<file path="src/rtl/branch_resolve_unit.sv">
// branch_resolve_unit: EX-stage conditional branch resolution with registered outcome,
// mispredict detection, redirect PC, saturating branch/mispredict counters and an optional
// 2-bit saturating-counter BHT read combinationally by IF.
// Optional feature macro: BRANCH_PREDICTOR_EN (defined: BHT present; undefined: static
// not-taken prediction, no BHT).
module branch_resolve_unit #(
  parameter int unsigned XLEN     = 32,
  parameter int unsigned BHT_LOG2 = 6
) (
  input  logic            iCLK,
  input  logic            iRST,
  input  logic [XLEN-1:0] iFetchPC,
  output logic            oPredTaken,
  input  logic            iValid,
  input  logic            iFlush,
  input  logic [2:0]      iFunct3,
  input  logic [XLEN-1:0] iA,
  input  logic [XLEN-1:0] iB,
  input  logic [XLEN-1:0] iPC,
  input  logic [XLEN-1:0] iImm,
  input  logic            iPredTaken,
  output logic            oResolveValid,
  output logic            oTaken,
  output logic            oMispredict,
  output logic [XLEN-1:0] oRedirectPC,
  output logic [31:0]     oBranchCount,
  output logic [31:0]     oMispredictCount
);

  localparam logic [31:0] CntMax = 32'hFFFF_FFFF;

  logic            accept;
  logic            legal;
  logic            cond;
  logic            taken_d;
  logic            mispredict_d;
  logic [XLEN-1:0] redirect_d;

  logic            resolve_valid_q;
  logic            taken_q;
  logic            mispredict_q;
  logic [XLEN-1:0] redirect_q;
  logic [31:0]     branch_cnt_q;
  logic [31:0]     mispredict_cnt_q;

  // Decode funct3 and evaluate the branch condition; 010/011 are illegal.
  always_comb begin
    legal = 1'b1;
    cond  = 1'b0;
    case (iFunct3)
      3'b000:  cond = (iA == iB);
      3'b001:  cond = (iA != iB);
      3'b100:  cond = ($signed(iA) < $signed(iB));
      3'b101:  cond = ($signed(iA) >= $signed(iB));
      3'b110:  cond = (iA < iB);
      3'b111:  cond = (iA >= iB);
      default: legal = 1'b0;
    endcase
  end

  assign accept       = iValid & ~iFlush;
  assign taken_d      = legal & cond;
  // Illegal funct3 forces not-taken, so mispredict collapses to the prediction itself.
  assign mispredict_d = taken_d ^ iPredTaken;
  assign redirect_d   = taken_d ? (iPC + iImm) : (iPC + XLEN'(4));

  // Result register: valid pulses per accept, payload holds between accepts.
  always_ff @(posedge iCLK) begin
    if (iRST) begin
      resolve_valid_q <= 1'b0;
      taken_q         <= 1'b0;
      mispredict_q    <= 1'b0;
      redirect_q      <= '0;
    end else begin
      resolve_valid_q <= accept;
      if (accept) begin
        taken_q      <= taken_d;
        mispredict_q <= mispredict_d;
        redirect_q   <= redirect_d;
      end
    end
  end

  // Saturating statistics counters; only legal accepted branches count.
  always_ff @(posedge iCLK) begin
    if (iRST) begin
      branch_cnt_q     <= '0;
      mispredict_cnt_q <= '0;
    end else if (accept && legal) begin
      if (branch_cnt_q != CntMax) begin
        branch_cnt_q <= branch_cnt_q + 32'd1;
      end
      if (mispredict_d && (mispredict_cnt_q != CntMax)) begin
        mispredict_cnt_q <= mispredict_cnt_q + 32'd1;
      end
    end
  end

`ifdef BRANCH_PREDICTOR_EN
  localparam int unsigned BhtEntries = 1 << BHT_LOG2;

  logic [1:0]          bht_q [BhtEntries];
  logic [BHT_LOG2-1:0] lookup_idx;
  logic [BHT_LOG2-1:0] update_idx;

  assign lookup_idx = iFetchPC[BHT_LOG2+1:2];
  assign update_idx = iPC[BHT_LOG2+1:2];
  // Reads pre-edge contents, so a same-index update this cycle is not forwarded.
  assign oPredTaken = bht_q[lookup_idx][1];

  // BHT update: saturating increment on taken, decrement on not-taken.
  always_ff @(posedge iCLK) begin
    if (iRST) begin
      bht_q <= '{default: 2'b01};
    end else if (accept && legal) begin
      if (taken_d) begin
        if (bht_q[update_idx] != 2'b11) begin
          bht_q[update_idx] <= bht_q[update_idx] + 2'd1;
        end
      end else begin
        if (bht_q[update_idx] != 2'b00) begin
          bht_q[update_idx] <= bht_q[update_idx] - 2'd1;
        end
      end
    end
  end
`else
  assign oPredTaken = 1'b0;
`endif

  // Only a slice of the PCs feeds the BHT index; the rest is intentionally ignored.
  logic unused_pc_bits;
  assign unused_pc_bits = ^{iFetchPC, iPC};

  assign oResolveValid    = resolve_valid_q;
  assign oTaken           = taken_q;
  assign oMispredict      = mispredict_q;
  assign oRedirectPC      = redirect_q;
  assign oBranchCount     = branch_cnt_q;
  assign oMispredictCount = mispredict_cnt_q;

endmodule

</file>
<file path="config.mk">
export PLATFORM = sky130hd
export DESIGN_NAME = branch_resolve_unit
export DESIGN_NICKNAME = d
export VERILOG_FILES = /design/src/rtl/branch_resolve_unit.sv
export SDC_FILE = /design/constraint.sdc
export NUM_CORES = 1
export LEC_CHECK = 0
export BUFFER_PORTS_ARGS = -buffer_cell sky130_fd_sc_hd__buf_2
export CORE_ASPECT_RATIO = 0.6
export CORE_MARGIN = 4
export CORE_UTILIZATION = 35
export DETAILED_ROUTE_END_ITERATION = 16
export PLACE_DENSITY = 0.68
export SYNTH_ARGS = -nofsm -noshare
export SYNTH_HDL_FRONTEND = slang
export SYNTH_SLANG_ARGS = --single-unit
</file>
<file path="constraint.sdc">
create_clock -name iCLK -period 3.99 [get_ports iCLK]
set_clock_uncertainty 0.15 [all_clocks]
set_input_delay 0.5985 -clock iCLK [delete_from_list [all_inputs] [get_ports iCLK]]
set_output_delay 0.5985 -clock iCLK [all_outputs]
set_load 0.02 [all_outputs]
</file>
==> results of run 1 <==
## flip-flops by register name, summed over array words and instances (netlist names)
register,flops
oTaken,1
oResolveValid,1
oBranchCount,32
oMispredictCount,32
oRedirectPC,32
oMispredict,1
## cell families after synthesis
group,Yosys count,share of synthesized area
other,1,0.000490
XOR/XNOR,85,0.0974
adder cells (fa/ha/maj),67,0.111
multiplexers,25,0.0367
buffers and inverters,84,0.0453
AND/OR/NAND/NOR,356,0.248
flip-flops,99,0.259
AO/OA/AOI/OAI,248,0.203
## cells in the mapped netlist (all sizes together) (2+ instances only)
master,number
and3,23
mux2,15
ha,66
inv,50
nand2b,7
a2111oi,2
a31o,4
nand2,62
nand3,55
a21o,24
or2,2
nand4,26
o21ai,61
o211ai,4
or4,2
o311ai,2
and4,10
nor4,4
xnor2,43
o22ai,9
clkbuf,23
a211oi,7
o21a,10
a31oi,17
nor4b,2
o21bai,3
dfxtp,99
mux2i,10
nor2b,20
nor2,91
a21oi,88
and2,5
o31ai,3
nand3b,3
a21boi,3
nor3,29
xor2,42
o21ba,2
or3,12
buf,11
## report_power, final
part	internal [uW]	total [uW]	switching, uW
Combinational	301	725	423
Sequential	1010	1030	15.4
Clock	574	997	423
Total	1890	2750	862
## worst max-delay path: cells and delay by family
family,cells,cell delay (ns)
AO/OA/AOI/OAI,7,1.87
buffers and inverters,1,0.13
AND/OR/NAND/NOR,2,0.50
XOR/XNOR,1,0.18
adder cells (fa/ha/maj),1,0.34
## how the worst max path moves through the flow
stage           start                           endpoint  slack (ns)  cells past startpoint
2_1_floorplan  iB[17]  oMispredictCount[24]$_SDFFE_PP0P_        0.70                     12
3_3_place_gp   iPC[2]       oRedirectPC[31]$_SDFFE_PP0P_        0.19                     12
3_5_place_dp   iPC[2]       oRedirectPC[31]$_SDFFE_PP0P_        0.16                     12
4_1_cts        iPC[2]       oRedirectPC[31]$_SDFFE_PP0P_        0.51                     12
5_1_grt        iPC[2]       oRedirectPC[31]$_SDFFE_PP0P_        0.28                     12
6_report       iPC[2]       oRedirectPC[31]$_SDFFE_PP0P_        0.45                     12
## routing by layer
metal / up-vias / part of all wire / track usage / wire length, microns
met1: 3621 / 0.50 / 0.285 / 12300
met4: 2 / 0.014 / 0.0427 / 345
met5: - / 0.00053 / 0 / 13
met2: 273 / 0.41 / 0.283 / 10200
li1: 3941 / - / - / -
met3: 20 / 0.072 / 0.0373 / 1770
## final cells by class
class,count,area (sq um)
fillers,2139,11700
multi-input cells,782,5330
flip-flops and latches,99,1980
repair buffers,259,1370
well taps,279,349
clock buffers,10,239
inverters,50,188
clock inverters,6,93.8
diodes,2,5.00
## stage by stage
stage / hold slack (ns) / setup slack [ns] / cells / cell area (sq um) / utilization
finish: 0.324 / 0.454 / 1487 / 9550 / 0.450
global route: 0.348 / 0.282 / 1486 / 9550 / 0.450
CTS: 0.326 / 0.513 / 1485 / 9550 / 0.450
detailed placement: 0.314 / 0.162 / 1469 / 9220 / 0.434
global placement: 0.304 / 0.189 / 1469 / 9220 / 0.434
floorplan: 0.387 / 0.702 / 965 / 7650 / -
==> impl_metrics.tcl, run 1 <==
set metrics [dict create \
    worstMarginPinSlew_ns 0.653 \
    insertion_delay_ns 0.35 \
    synth_top_area_frac 0.259 \
    p_total_uw 2750 \
    finalCriticalPeriod_ns 3.54 \
    path_cells "buf_2, ha_1, o21ai_0, o211ai_1, a21oi_1, o311ai_4, nand2_1, o311ai_1, o211ai_1, xor2_1, o21ba_1, or3_1" \
    relSlewSlack 0.561 \
    cts_resized 0 \
    p_leak_uw 0.00446 \
    antenna_found_initial 2 \
    cp.arrival_ns 3.62 \
    r2r_start "oMispredictCount[2]$_SDFFE_PP0P_" \
    min_delay_path_depth 2 \
    drive_gt1_frac 0.260 \
    synthToLayoutAreaGrowth_pct 24.9 \
    numCtsBuffers 9 \
    hold_violations 0 \
    synthCells 965 \
    routabilityCongestion 0.902 \
    maxSlewViolCount 0 \
    wl_per_cell_microns 16.5 \
    gr-usage-all-layers 0.191 \
    end_kind "flop" \
    ys_ff_latch 99 \
    min_path_type "reg2reg" \
    grt_pass1_vias 7258 \
    rsz0062_at_grt "no" \
    hpwl_microns 19400 \
    drt_iter0_markers 490 \
    drv_cap 0 \
    reg2reg_depth 10 \
    startpoint_type "input port" \
    clock-sinks 99 \
    cts_tree "yes" \
    port_buffers 234 \
    core_sq_um 21200 \
    die_x_microns 199 \
    start_util 0.360 \
    postRouteAntennaNets 0 \
    crit_required_ns 4.07 \
    grt_max_degree 61 \
    fp-row-count 41 \
    fin_setup_tns_ns 0 \
    die-area_sq_um 24400 \
    synth_top_area_cell "dfxtp_1" \
    clkTransAtPathRegs_ns 0.07 \
    ios 268 \
    syn_area_per_cell_sq_um 7.92 \
    cpPeakStageDelay_ns 0.44 \
    synthFlopType "dfxtp_1" \
    yosysUniqueCellTypes 77 \
    synth_edf_count 0 \
    hold_buffers 0 \
    whs_endpoint "oRedirectPC[17]$_SDFFE_PP0P_" \
    globalRoute.totalOverflow 0 \
    layout_commonest_cell "buf_2" \
    die_y_microns 122 \
    ctsHtreeMaxLevel 3 \
    min_from "oRedirectPC[17]$_SDFFE_PP0P_" \
    ctsLongestPathBuffers 2 \
    max_freq_ghz 0.283 \
    worstPathMaxFanout 4 \
    worstSetupPathType "in2reg" \
    clock-root-buffer "clkbuf_16" \
    finalSetupViolCount 0 \
    ir_worst_vdd_uv 209 \
    drc_errors 0 \
    ys_seq_area_frac 0.259 \
    r2r-end "oMispredictCount[27]$_SDFFE_PP0P_" \
    status "complete, no violations" \
    num_vias 7857 \
    fin_crit_sh 0.886 \
    grt_pass1_wl_microns 37800 \
    synth_fp_nets 1200 \
    worst_path_max_delay_cell "o311ai_4" \
    wirelength_microns 24600 \
    layout_common_cells "buf_2, dfxtp_1, nor2_1" \
    crit_top_cell "o211ai_1" \
    synth_async_sr_flop_share 0 \
    r2r_slack_ns 0.77 \
    yosysWarnings 0 \
    drtPass1Iterations 4 \
    syn-cell-area_sq_um 7650 \
    nNetsFinal 1436 \
    postCtsSetupBuffers 0 \
    drt-vias-per-instance 5.28 \
    synth.area.top_cells "dfxtp_1, ha_1, a21oi_1" \
    powerDensity_nw_per_um2 288 \
]
Note: power is estimated with default switching activity, not from simulation.
==> run 2, diff against run 1 <==
Settings changed: GPL_TIMING_DRIVEN set to 0, PLACE_DENSITY 0.68 to 0.71.
Clock period 3.99 ns to 3.1 ns, I/O delays scaled along.
==> impl_metrics.tcl, run 2 (same netlist as run 1, synthesis figures left out) <==
set metrics [dict create \
    fin_crit_sh 1.04 \
    hold_violations 0 \
    fill_cells 2049 \
    core_sq_um 21200 \
    grt_pass1_wl_microns 42300 \
    hpwl_microns 21600 \
    placed_area_sq_um 9170 \
    postRouteAntennaNets 0 \
    die_y_microns 122 \
    grt_max_degree 20 \
    cp.arrival_ns 3.31 \
    min_path_type "in2reg" \
    port_buffers 233 \
    routabilityCongestion 1.00 \
    startpoint_type "input port" \
    ctsLongestPathBuffers 2 \
    setup_slack_ns -0.128 \
    numCtsBuffers 9 \
    finalSetupViolCount 14 \
    cts_tree "yes" \
    p_total_uw 3650 \
    intPower_uw 2380 \
    num_vias 8403 \
    wl_per_cell_microns 18.5 \
    p_leak_uw 0.00476 \
    fin_area_sq_um 10700 \
    rsz0062_at_grt "yes" \
    globalRoute.totalOverflow 0 \
    dp.cells 1477 \
    power_switching_uw 1270 \
    ctsHtreeMaxLevel 3 \
    worstMarginPinSlew_ns 0.735 \
    maxSlewViolCount 0 \
    max_freq_ghz 0.310 \
    worstSetupPathType "in2reg" \
    gr-usage-all-layers 0.218 \
    ios 268 \
    p_sw_frac 0.348 \
    drv_cap 0 \
    violations "negative setup slack" \
    pwr-share-seq 0.363 \
    crit_required_ns 3.18 \
    clock-sinks 99 \
    antenna_found_initial 1 \
    layout_common_cells "buf_2, dfxtp_1, nor2_1" \
    combPwrFrac 0.320 \
    die-area_sq_um 24400 \
    die_x_microns 199 \
    wirelength_microns 28400 \
    drive_gt1_frac 0.350 \
    relSlewSlack 0.510 \
    holdWs_ns 0.248 \
    drc_errors 0 \
    end_kind "flop" \
    layout_commonest_cell "buf_2" \
    fp-row-count 41 \
    status "finished, violations left" \
    clkPwrFrac 0.316 \
    fin_setup_tns_ns -0.685 \
    clock-root-buffer "clkbuf_16" \
    nNetsFinal 1486 \
    drt_iter0_markers 631 \
    insertion_delay_ns 0.35 \
    worstPathMaxFanout 3 \
    ir_worst_vdd_uv 262 \
    ff_latch_area_sq_um 1980 \
    finalNonFillerCells 1536 \
    drtPass1Iterations 5 \
    drt-vias-per-instance 5.47 \
    start_util 0.360 \
    synthToLayoutAreaGrowth_pct 39.5 \
    multi_input_comb_area_sq_um 6010 \
    grt_pass1_vias 7747 \
    clkTransAtPathRegs_ns 0.08 \
    powerDensity_nw_per_um2 342 \
    finalCriticalPeriod_ns 3.23 \
]
-- run 2: changes by cell type in the layout (fill, tap and decap cells not counted), sizes merged --
| cell | change |
|---|---|
| clkbuf | +22 |
| inv | +2 |
| buf | +27 |
| clkinvlp | -1 |
| bufinv | -2 |
| clkinv | +2 |
| diode | -1 |
-- run 2: worst max-delay path: stages --
cell	delay (ns)
buf_2	0.13
ha_1	0.33
o21ai_1	0.10
o211ai_1	0.44
a21oi_2	0.16
o311ai_4	0.40
nand2_2	0.11
o311ai_2	0.27
o211ai_1	0.17
xor2_2	0.19
o21ba_1	0.18
or3_1	0.36
-- run 2: final cells by class --
class                           count  area share
Antenna cell                        1    0.000235
Buffer                             33      0.0194
Clock buffer                        9      0.0211
Clock inverter                      7     0.00657
Inverter                           50      0.0181
Multi-Input combinational cell    782       0.564
Sequential cell                    99       0.186
Tap cell                          279      0.0327
Timing Repair Buffer              276       0.152
-- run 2: per-layer routing --
metal / wire [microns] / global-route usage / vias to the layer above
met4: 570 / 0.0487 / 0
met2: 11600 / 0.314 / 376
met5: 0 / 0 / -
met3: 2640 / 0.0491 / 43
li1: - / - / 4046
met1: 13600 / 0.329 / 3938
-- run 2: power groups by stage --
stage | registers (uW) | clock network (uW) | logic [uW]
after floorplan | 1400 | 0 | 553
after global placement | 1350 | 0 | 917
after detailed placement | 1360 | 0 | 933
after CTS | 1330 | 1180 | 1010
after global routing | 1330 | 1230 | 1270
final | 1330 | 1150 | 1170
-- run 2: what timing repair did --
item                                    CTS  global route
hold buffers                              0             0
gates cloned                              1             1
endpoints found under the setup margin   61            62
pin swaps                                25            56
setup buffers                            19            22
resized for setup                        77            99
-- run 2: final timing paths --
kind	to	cells past startpoint	slack, ns	from
max reg2reg	oMispredictCount[10]$_SDFFE_PP0P_	10	-0.02	oMispredictCount[21]$_SDFFE_PP0P_
min	oRedirectPC[1]$_SDFFE_PP0P_	3	0.25	iPC[1]
min reg2reg	oRedirectPC[14]$_SDFFE_PP0P_	2	0.32	oRedirectPC[14]$_SDFFE_PP0P_
max	oRedirectPC[31]$_SDFFE_PP0P_	12	-0.13	iPC[3]
-- run 2: per-stage QoR --
stage                     setup slack, ns   util
final                              -0.128  0.502
after global routing               -0.264  0.502
after CTS                          -0.157  0.470
after detailed placement            -1.01  0.432
after global placement             -0.957  0.432
after floorplan                   -0.0430      -
==> run 3, diff against run 2 <==
Settings changed: CORE_ASPECT_RATIO 0.6 to 1.2, MAX_ROUTING_LAYER set to met4.
==> impl_metrics.tcl, run 3 (same netlist as run 1, synthesis figures left out) <==
set metrics [dict create \
    status "finished, violations left" \
    violations "negative setup slack" \
    insertion_delay_ns 0.35 \
    final_core_util 0.501 \
    hpwl_microns 19500 \
    worstMarginPinSlew_ns 0.798 \
    grt_pass1_vias 7853 \
    clock-root-buffer "clkbuf_16" \
    cts_tree "yes" \
    rsz0062_at_grt "yes" \
    startpoint_type "input port" \
    layout_commonest_cell "buf_2" \
    drc_errors 0 \
    num_vias 8196 \
    die_y_microns 170 \
    crit_required_ns 3.22 \
    antenna_found_initial 2 \
    relSlewSlack 0.468 \
    holdWs_ns 0.258 \
    ir_worst_vdd_uv 338 \
    finalSetupViolCount 22 \
    min_delay_path_depth 3 \
    drt_iter0_markers 471 \
    min_path_type "in2reg" \
    port_buffers 233 \
    end_kind "flop" \
    postRouteAntennaNets 0 \
    ctsLongestPathBuffers 2 \
    maxSlewViolCount 0 \
    fp-row-count 58 \
    whs_endpoint "oRedirectPC[1]$_SDFFE_PP0P_" \
    globalRoute.totalOverflow 0 \
    routabilityCongestion 0.938 \
    synthToLayoutAreaGrowth_pct 39.2 \
    powerDensity_nw_per_um2 341 \
    core_sq_um 21300 \
    gr-usage-all-layers 0.203 \
    r2r_slack_ns 0.07 \
    start_util 0.360 \
    wl_per_cell_microns 17.0 \
    clkTransAtPathRegs_ns 0.08 \
    worstPathMaxFanout 6 \
    grt_max_degree 18 \
    wirelength_microns 25900 \
    fin_crit_sh 1.04 \
    hold_violations 0 \
    min_from "iPC[1]" \
    drt-vias-per-instance 5.39 \
    ios 268 \
    p_leak_uw 0.00473 \
    cp.arrival_ns 3.33 \
    setup_slack_ns -0.112 \
    drive_gt1_frac 0.341 \
    reg2reg_depth 9 \
    drv_cap 0 \
    dp.cells 1468 \
    pre_cts_slack_ns -0.703 \
    grt_pass1_wl_microns 39000 \
    finalNonFillerCells 1521 \
    worstSetupPathType "in2reg" \
    nNetsFinal 1479 \
    die-area_sq_um 24300 \
    die_x_microns 143 \
    r2r_start "oMispredictCount[19]$_SDFFE_PP0P_" \
    r2r-end "oMispredictCount[24]$_SDFFE_PP0P_" \
    max_freq_ghz 0.311 \
    clock-sinks 99 \
    layout_common_cells "buf_2, dfxtp_1, nor2_1" \
    ctsHtreeMaxLevel 3 \
    hold_buffers 0 \
    drtPass1Iterations 5 \
    finalCriticalPeriod_ns 3.21 \
    numCtsBuffers 9 \
]
## run 3: cell types whose count changed in the layout (fill, tap and decap cells not counted), sizes merged
cell and change:
clkinv -1, clkinvlp +2, diode +1, clkbuf +3, buf -9, inv -2
## run 3: final cells by class
type	count	area, sq um
diodes	2	5.00
plain buffers	34	250
clock buffers	10	229
clock inverters	6	48.8
fillers	2001	10600
inverters	50	193
multi-input cells	782	5950
flip-flops and latches	99	1980
well taps	270	338
repair buffers	268	1650
## run 3: how the worst max path moves through the flow
stage | from | to | slack, ns | cells past startpoint
4_1_cts | iB[27] | oRedirectPC[31]$_SDFFE_PP0P_ | -0.07 | 13
3_3_place_gp | iA[31] | oRedirectPC[25]$_SDFFE_PP0P_ | -0.68 | 11
3_5_place_dp | iA[23] | oRedirectPC[23]$_SDFFE_PP0P_ | -0.70 | 12
2_1_floorplan | iB[23] | oMispredictCount[24]$_SDFFE_PP0P_ | -0.04 | 12
6_report | iB[27] | oRedirectPC[17]$_SDFFE_PP0P_ | -0.11 | 17
5_1_grt | iB[17] | oRedirectPC[17]$_SDFFE_PP0P_ | -0.21 | 17
## run 3: what timing repair did
item | 4_1_cts | 5_1_grt
setup buffers | 11 | 20
cloned | 0 | 4
pin swaps | 11 | 47
endpoints found under the setup margin | 58 | 58
resized for setup | 57 | 122
## run 3: per-stage QoR
| stage | instance area [sq um] | TNS, ns | total power (uW) |
|---|---|---|---|
| detailed placement | 9160 | -32.28 | 2260 |
| CTS | 9800 | -0.407 | 3430 |
| global route | 10600 | -5.28 | 3820 |
| floorplan | 7650 | -0.0851 | 1950 |
| global placement | 9160 | -29.88 | 2250 |
| finish | 10600 | -0.782 | 3630 |
## run 3: power by group
group          switching (uW)  internal (uW)
clock                     553            555
sequential               20.3           1310
combinational             655            544
## run 3: metal layers
metal / part of all wire / global-route usage / routed length [microns]
met4: 0.032 / 0.0645 / 837
met5: 0 / - / 0
met1: 0.40 / 0.237 / 10300
met2: 0.50 / 0.353 / 13000
met3: 0.071 / 0.0346 / 1850
## run 3: critical path: stages
cell	delay, ns
buf_8	0.08
inv_4	0.03
ha_4	0.26
nand4_1	0.19
nor4_4	0.39
nand3_2	0.18
buf_6	0.16
nand3_2	0.06
o21ai_2	0.07
or3_4	0.40
a21oi_4	0.23
nand2b_4	0.17
buf_8	0.14
buf_8	0.13
buf_12	0.13
a21oi_1	0.08
o22ai_1	0.17
